===== src/rtl/midi_voice_alloc.sv =====
// midi_voice_alloc: MIDI byte parser and voice-slot allocator driving one-cycle synth event strobes.
// Define ALL_NOTES_OFF_EN to turn CC 0xBn 0x7B into a per-channel release sweep.
module midi_voice_alloc #(
    parameter int NUM_VOICES = 128,
    parameter int ADDR_W     = 8
) (
    input  logic              clk,
    input  logic              rst,
    input  logic [7:0]        rx_data,
    input  logic              rx_valid,
    output logic              rx_ready,
    output logic              rx_overflow,
    output logic              note_pressed,
    output logic              note_released,
    output logic              note_keypress,
    output logic              pitch_wheel,
    output logic [6:0]        note,
    output logic [6:0]        velocity,
    output logic [3:0]        channel,
    output logic [ADDR_W-1:0] addr,
    output logic [ADDR_W-1:0] active_count
);
    localparam int IW = $clog2(NUM_VOICES);
    localparam logic [ADDR_W-1:0] LAST = ADDR_W'(NUM_VOICES - 1);
    localparam logic [ADDR_W-1:0] FULL = ADDR_W'(NUM_VOICES);

    typedef enum logic [1:0] {IDLE, SCAN, EMIT} state_t;
    typedef enum logic [1:0] {OP_ON, OP_OFF, OP_KP, OP_ANO} op_t;

    state_t state, state_n;
    op_t op, op_n;
    logic [7:0] status;
    logic st_valid, dcnt;
    logic [6:0] d0, m_note, m_vel, e_note;
    logic [3:0] m_ch, e_ch, hi;
    logic [ADDR_W-1:0] idx, slot, ma, fa, steal_ptr;
    logic fm, ff, is_free, is_steal;
    logic [NUM_VOICES-1:0] tbl_act;
    logic [3:0] tbl_ch [NUM_VOICES];
    logic [6:0] tbl_note [NUM_VOICES];
    logic acc, done, bend, scan_msg, ano, e_act, hit, last, use_match, use_free;

    assign rx_ready    = state == IDLE;
    assign rx_overflow = rx_valid & ~rx_ready;
    assign acc         = rx_valid & rx_ready;
    assign hi          = status[7:4];
    assign done        = acc & ~rx_data[7] & st_valid & dcnt;
`ifdef ALL_NOTES_OFF_EN
    assign ano = hi == 4'hB && d0 == 7'h7B;
`else
    assign ano = 1'b0;
`endif
    assign bend     = done & (hi == 4'hE);
    assign scan_msg = done & (hi == 4'h8 | hi == 4'h9 | hi == 4'hA | ano);
    assign op_n     = hi == 4'hA ? OP_KP : hi == 4'hB ? OP_ANO :
                      (hi == 4'h8 || rx_data[6:0] == 7'd0) ? OP_OFF : OP_ON;

    // Entry under the scan pointer; the all-notes-off sweep matches on channel only
    assign e_act     = tbl_act[idx[IW-1:0]];
    assign e_ch      = tbl_ch[idx[IW-1:0]];
    assign e_note    = tbl_note[idx[IW-1:0]];
    assign hit       = e_act && e_ch == m_ch && (op == OP_ANO || e_note == m_note);
    assign last      = idx == LAST;
    assign use_match = fm | hit;
    assign use_free  = ff | ~e_act;

    always_ff @(posedge clk or negedge rst) begin
        if (!rst) state <= IDLE;
        else      state <= state_n;
    end

    always_comb begin
        state_n = state;
        case (state)
            IDLE:    state_n = scan_msg ? SCAN : IDLE;
            SCAN:    state_n = (op == OP_ON ? last : hit) ? EMIT : last ? IDLE : SCAN;
            EMIT:    state_n = (op == OP_ANO && !last) ? SCAN : IDLE;
            default: state_n = IDLE;
        endcase
    end

    always_ff @(posedge clk or negedge rst) begin
        if (!rst) begin
            {note_pressed, note_released, note_keypress, pitch_wheel} <= '0;
            {note, velocity, channel, addr, active_count} <= '0;
            {status, st_valid, dcnt, d0, m_note, m_vel, m_ch} <= '0;
            {idx, slot, ma, fa, steal_ptr, fm, ff, is_free, is_steal} <= '0;
            op      <= OP_ON;
            tbl_act <= '0;
            for (int i = 0; i < NUM_VOICES; i++) begin
                tbl_ch[i]   <= '0;
                tbl_note[i] <= '0;
            end
        end else begin
            {note_pressed, note_released, note_keypress, pitch_wheel} <= '0;
            if (acc && rx_data[7]) begin
                if (rx_data < 8'hF0) begin
                    status   <= rx_data;
                    st_valid <= 1'b1;
                    dcnt     <= 1'b0;
                end else if (rx_data < 8'hF8) st_valid <= 1'b0;
            end else if (acc && st_valid && hi != 4'hC && hi != 4'hD) begin
                if (!dcnt) d0 <= rx_data[6:0];
                dcnt <= ~dcnt;
            end
            if (bend) begin
                pitch_wheel <= 1'b1;
                note        <= rx_data[6:0];
                velocity    <= d0;
                channel     <= status[3:0];
                addr        <= '0;
            end
            if (scan_msg) begin
                op     <= op_n;
                m_ch   <= status[3:0];
                m_note <= d0;
                m_vel  <= hi == 4'hB ? 7'd0 : rx_data[6:0];
                fm     <= 1'b0;
                ff     <= 1'b0;
            end
            if (state_n == SCAN) idx <= state == IDLE ? '0 : idx + 1'b1;
            // Note-on keeps a running slot choice so the last scan cycle already holds the answer
            if (state == SCAN && op == OP_ON) begin
                if (hit && !fm) begin
                    fm <= 1'b1;
                    ma <= idx;
                end
                if (!e_act && !ff) begin
                    ff <= 1'b1;
                    fa <= idx;
                end
                slot     <= use_match ? (fm ? ma : idx) : use_free ? (ff ? fa : idx) : steal_ptr;
                is_free  <= !use_match && use_free;
                is_steal <= !use_match && !use_free;
            end else if (state == SCAN && hit) begin
                slot   <= idx;
                m_note <= e_note;
            end
            if (state == EMIT) begin
                note          <= m_note;
                velocity      <= m_vel;
                channel       <= m_ch;
                addr          <= slot;
                note_pressed  <= op == OP_ON;
                note_released <= op == OP_OFF || op == OP_ANO;
                note_keypress <= op == OP_KP;
                if (op == OP_ON) begin
                    tbl_act[slot[IW-1:0]]  <= 1'b1;
                    tbl_ch[slot[IW-1:0]]   <= m_ch;
                    tbl_note[slot[IW-1:0]] <= m_note;
                end else if (op != OP_KP) tbl_act[slot[IW-1:0]] <= 1'b0;
                if (op == OP_ON && is_free && active_count != FULL) active_count <= active_count + 1'b1;
                else if (op != OP_ON && op != OP_KP && active_count != '0) active_count <= active_count - 1'b1;
                if (op == OP_ON && is_steal) steal_ptr <= steal_ptr == LAST ? '0 : steal_ptr + 1'b1;
            end
        end
    end
endmodule


===== config.mk =====
export PLATFORM = sky130hd
export DESIGN_NAME = midi_voice_alloc
export DESIGN_NICKNAME = d
export VERILOG_FILES = /design/src/rtl/midi_voice_alloc.sv
export SDC_FILE = /design/constraint.sdc
export NUM_CORES = 2
export LEC_CHECK = 0
export ABC_AREA = 1
export BUFFER_PORTS_ARGS = -buffer_cell sky130_fd_sc_hd__buf_2
export CORE_AREA = 2 2 416 418
export CTS_BUF_LIST = sky130_fd_sc_hd__clkbuf_4
export CTS_CLUSTER_SIZE = 24
export DETAILED_ROUTE_END_ITERATION = 16
export DIE_AREA = 0 0 418 420
export PLACE_DENSITY = 0.66
export RECOVER_POWER = 25
export SETUP_SLACK_MARGIN = 0.5
export SLEW_MARGIN = 20
export SYNTH_ARGS = -nofsm -noshare
export SYNTH_HDL_FRONTEND = slang
export SYNTH_SLANG_ARGS = --single-unit
export TNS_END_PERCENT = 10

===== constraint.sdc =====
create_clock -name clk -period 4.3 [get_ports clk]
set_input_delay 0.215 -clock clk [delete_from_list [all_inputs] [get_ports clk]]
set_output_delay 0.215 -clock clk [all_outputs]
set_load 0.005 [all_outputs]

==> metrics.cfg <==
[clock_network]
clock_latency_ns = 1.42
clk_pin_slew_ns = 0.08
ctsHtreeMaxLevel = 5
cts_tree = yes
cts_made_buffers = 441
root_buffer = clkbuf_4
cts_sinks = 1657
clockBufferDepth = 4

[critical_path]
critPathLaunchType = register
crit_fanout = 64
crit_chain = buf_12, buf_16, o21ai_0, o211ai_1, nand3_1, nand2_1, nand3_2, nand3_2, nand2_1, a21oi_2, nand3_1, nor2_4, nand3_2, nand3_4, nand2_4, nand2_1, nand2_1
required_ns = 5.56
worstPathArrival_ns = 4.96
critPathMaxStageDelay_ns = 0.56
end_kind = register
cp_common_cell = nand2_1
critPathSlowestCell = dfrtp_4
critPathKind = reg -> reg

[detailed_routing]
drtIter0Drc = 7586
drt-total-wl_mm = 254
firstDrtPassIters = 8
via_per_inst = 5.64
post-route-drc-count = 0
wire_per_inst_um = 20.9
vias = 68600
antenna_left = 0

[grt]
globalRouteOverflowTotal = 0
grt_usage_pct = 28.1
antenna_found_initial = 7
grt_pass1_vias = 65000
grt_first_pass_wirelength_mm = 386
grt_max_degree = 157

[yosys]
yosysUniqueCellTypes = 45
ys_seq_area_share_pct = 54.2
synth_flop_cell = dfrtp_1
synthesis.nets = 9696
syn_inst = 9676
yosysWarnings = 0
async_reset_ff_share_pct = 100
synth_seq_cells = 1657
synth_edf_count = 0
syn_area_um2 = 76500
synth_area_per_cell_um2 = 7.90

[sta]
setup_tns_ns = 0
slew_viol_final = 107
hold_violations = 0
setup_violations = 0
skew_ns = 0.107
rsz0062_at_grt = yes
max_slew_margin_pct = -40.6
worst-slew-pin-transition_ns = 2.11
max_freq_mhz = 270
fin_crit_ns = 3.71
layout_worst_path_cycle_share_pct = 86.2

[run_status]
violations = max-capacitance violations, max-slew violations
status = finished, violations left

[pwr]
netSwitchingFraction_pct = 23.6
intPower_mw = 22.7
pwr-share-seq_pct = 52.5
p_sw_mw = 7.00
ir_drop_mv = 0.320
pwr-share-clk_pct = 46.2
leakagePower_nw = 39.0
combPwrFrac_pct = 1.3
p_per_area_nw_per_um2 = 350

[finish]
fin_nets = 9640
fin_area_um2 = 84800
area.sequential_um2 = 41500
fin_util_pct = 49.6
fillers = 16500
multi_input_area_um2 = 31000
drive_gt1_share_pct = 10.4
synthToLayoutAreaGrowth_pct = 10.9

[die]
dieArea_um2 = 176000
core_region_area_um2 = 171000
die_height_um = 420
fp.dieW_um = 418
start_util_pct = 44.7
io_pins = 51
rows = 152

[placement]
place_hpwl_mm = 144
place_congestion = 0.895
portBuffers = 50
dpl_cell_area_um2 = 78300

[worst_hold_path]
hold_path.class = in -> reg

[flow_run]
drv_cap = 2

[per-layer routing]
metal | part of all wire (%) | GRT usage (%)
met2 | 45 | 43.5
met5 | 0.0067 | 0
met3 | 8.4 | 4.88
met1 | 42 | 38.4
met4 | 4.4 | 13.3
[kinds of logic after synthesis]
kind of cell,count (synthesis),synth area share (%)
simple gates,4699,24.3
buf+inv,996,5.60
mux,1,0.0147
fa+ha+maj,9,0.157
compound gates,2305,15.6
flops,1657,54.2
xor+xnor,9,0.103
[metrics by stage]
stage | power [mW] | setup WS [ns] | hold slack [ns] | instances
4_1_cts | 29.9 | 0.466 | 0.150 | 12100
3_5_place_dp | 16.3 | 0.348 | 0.178 | 11300
2_1_floorplan | 15.9 | 1.64 | -0.0806 | 9676
3_3_place_gp | 16.3 | 0.315 | 0.186 | 11300
5_1_grt | 30.8 | 0.269 | 0.200 | 12200
6_report | 29.7 | 0.594 | 0.236 | 12200
[area by class of cell]
cell class,count,area share (%)
repair buffers,291,3.85
inverters,200,0.991
multi-input cells,7023,36.5
repair inverters,6,0.0856
flip-flops and latches,1657,48.9
clock buffers,651,5.76
diodes,7,0.0207
clock inverters,100,0.550
well taps,2233,3.29
[power groups by stage]
stage / combinational [mW] / clock [mW] / sequential (mW)
6_report: 0.377 / 13.7 / 15.6
5_1_grt: 0.440 / 14.8 / 15.6
4_1_cts: 0.407 / 13.9 / 15.6
3_5_place_dp: 0.387 / 0 / 15.9
3_3_place_gp: 0.384 / 0 / 15.9
2_1_floorplan: 0.00496 / 0 / 15.9
[timing repair]
action / CTS / global route
hold buffers: 33 / 0
cloned: 1 / 16
setup endpoints to repair: 28 / 37
endpoints found under the hold margin: 1717 / 0
buffers inserted: 2 / 10
pin swaps: 0 / 7
gates resized for setup: 1 / 101
[registers in the layout, summed over array words and instances, names as in the netlist, 7 cells and up, named ones only]
name,cells
m_note,7
note,7
active_count,8
status,8
addr,8
fa,8
d0,7
ma,8
steal_ptr,8
slot,8
m_vel,7
idx,8
tbl_ch,512
velocity,7
tbl_note,896
[worst max-delay path: cells and delay by family (launching register included)]
family / cells / cell delay [ns]
AND/OR/NAND/NOR: 12 / 1.88
flip-flops: 1 / 0.56
buffers and inverters: 2 / 0.56
AO/OA/AOI/OAI: 3 / 0.51
[cell usage after synthesis (9+ instances only)]
master | instances | area (µm²)
buf_2 | 171 | 856
o211ai_1 | 95 | 713
or2_2 | 9 | 56.3
nor2_1 | 1018 | 3820
nand4_1 | 13 | 81.3
buf_1 | 25 | 93.8
o22ai_1 | 23 | 144
clkbuf_1 | 549 | 2060
buf_6 | 30 | 338
a31oi_1 | 21 | 131
o21ai_1 | 40 | 200
dfrtp_1 | 1657 | 41500
inv_1 | 190 | 713
a21oi_1 | 111 | 556
o21ai_0 | 1997 | 9990
nor3_1 | 43 | 215
buf_4 | 19 | 143
nand2_1 | 3000 | 11300
nand3_1 | 596 | 2980
[path summary, 6_finish.rpt]
check                                         from  cells past startpoint  slack (ns)                        end
worst max register to register  idx[1]$_DFFE_PN0N_                     17        0.59         idx[3]$_DFFE_PN0N_
min in group asynchronous                      rst                      5        1.07  tbl_note[393]$_DFFE_PN0P_
worst max-delay path            idx[1]$_DFFE_PN0N_                     17        0.59         idx[3]$_DFFE_PN0N_
max in group asynchronous                      rst                      6        0.65  tbl_note[712]$_DFFE_PN0P_
worst min-delay path                    rx_data[6]                      5        0.24        note[6]$_DFFE_PN0P_
worst min register to register            register                      2        0.47                   register
[placed cells by master (no fill, tap or decap), types with 9 or more instances in the layout]
master / synthesis / final
a21oi_1: 111 / 102
a31oi_1: 21 / 21
buf_12: 0 / 50
buf_16: 0 / 14
buf_2: 171 / 49
buf_4: 19 / 105
buf_6: 30 / 10
clkbuf_16: 0 / 11
clkbuf_4: 0 / 651
clkinv_1: 5 / 86
clkinv_2: 1 / 12
dfrtp_1: 1657 / 1653
dlygate4sd3_1: 0 / 32
inv_1: 190 / 176
inv_4: 2 / 14
nand2_1: 3000 / 2994
nand3_1: 596 / 572
nand3_2: 4 / 24
nand4_1: 13 / 13
nor2_1: 1018 / 1001
nor2_2: 0 / 14
nor3_1: 43 / 43
o211ai_1: 95 / 95
o21ai_0: 1997 / 1995
o21ai_1: 40 / 41
o22ai_1: 23 / 23
or2_2: 9 / 9
(Power assumes the default switching activity.)
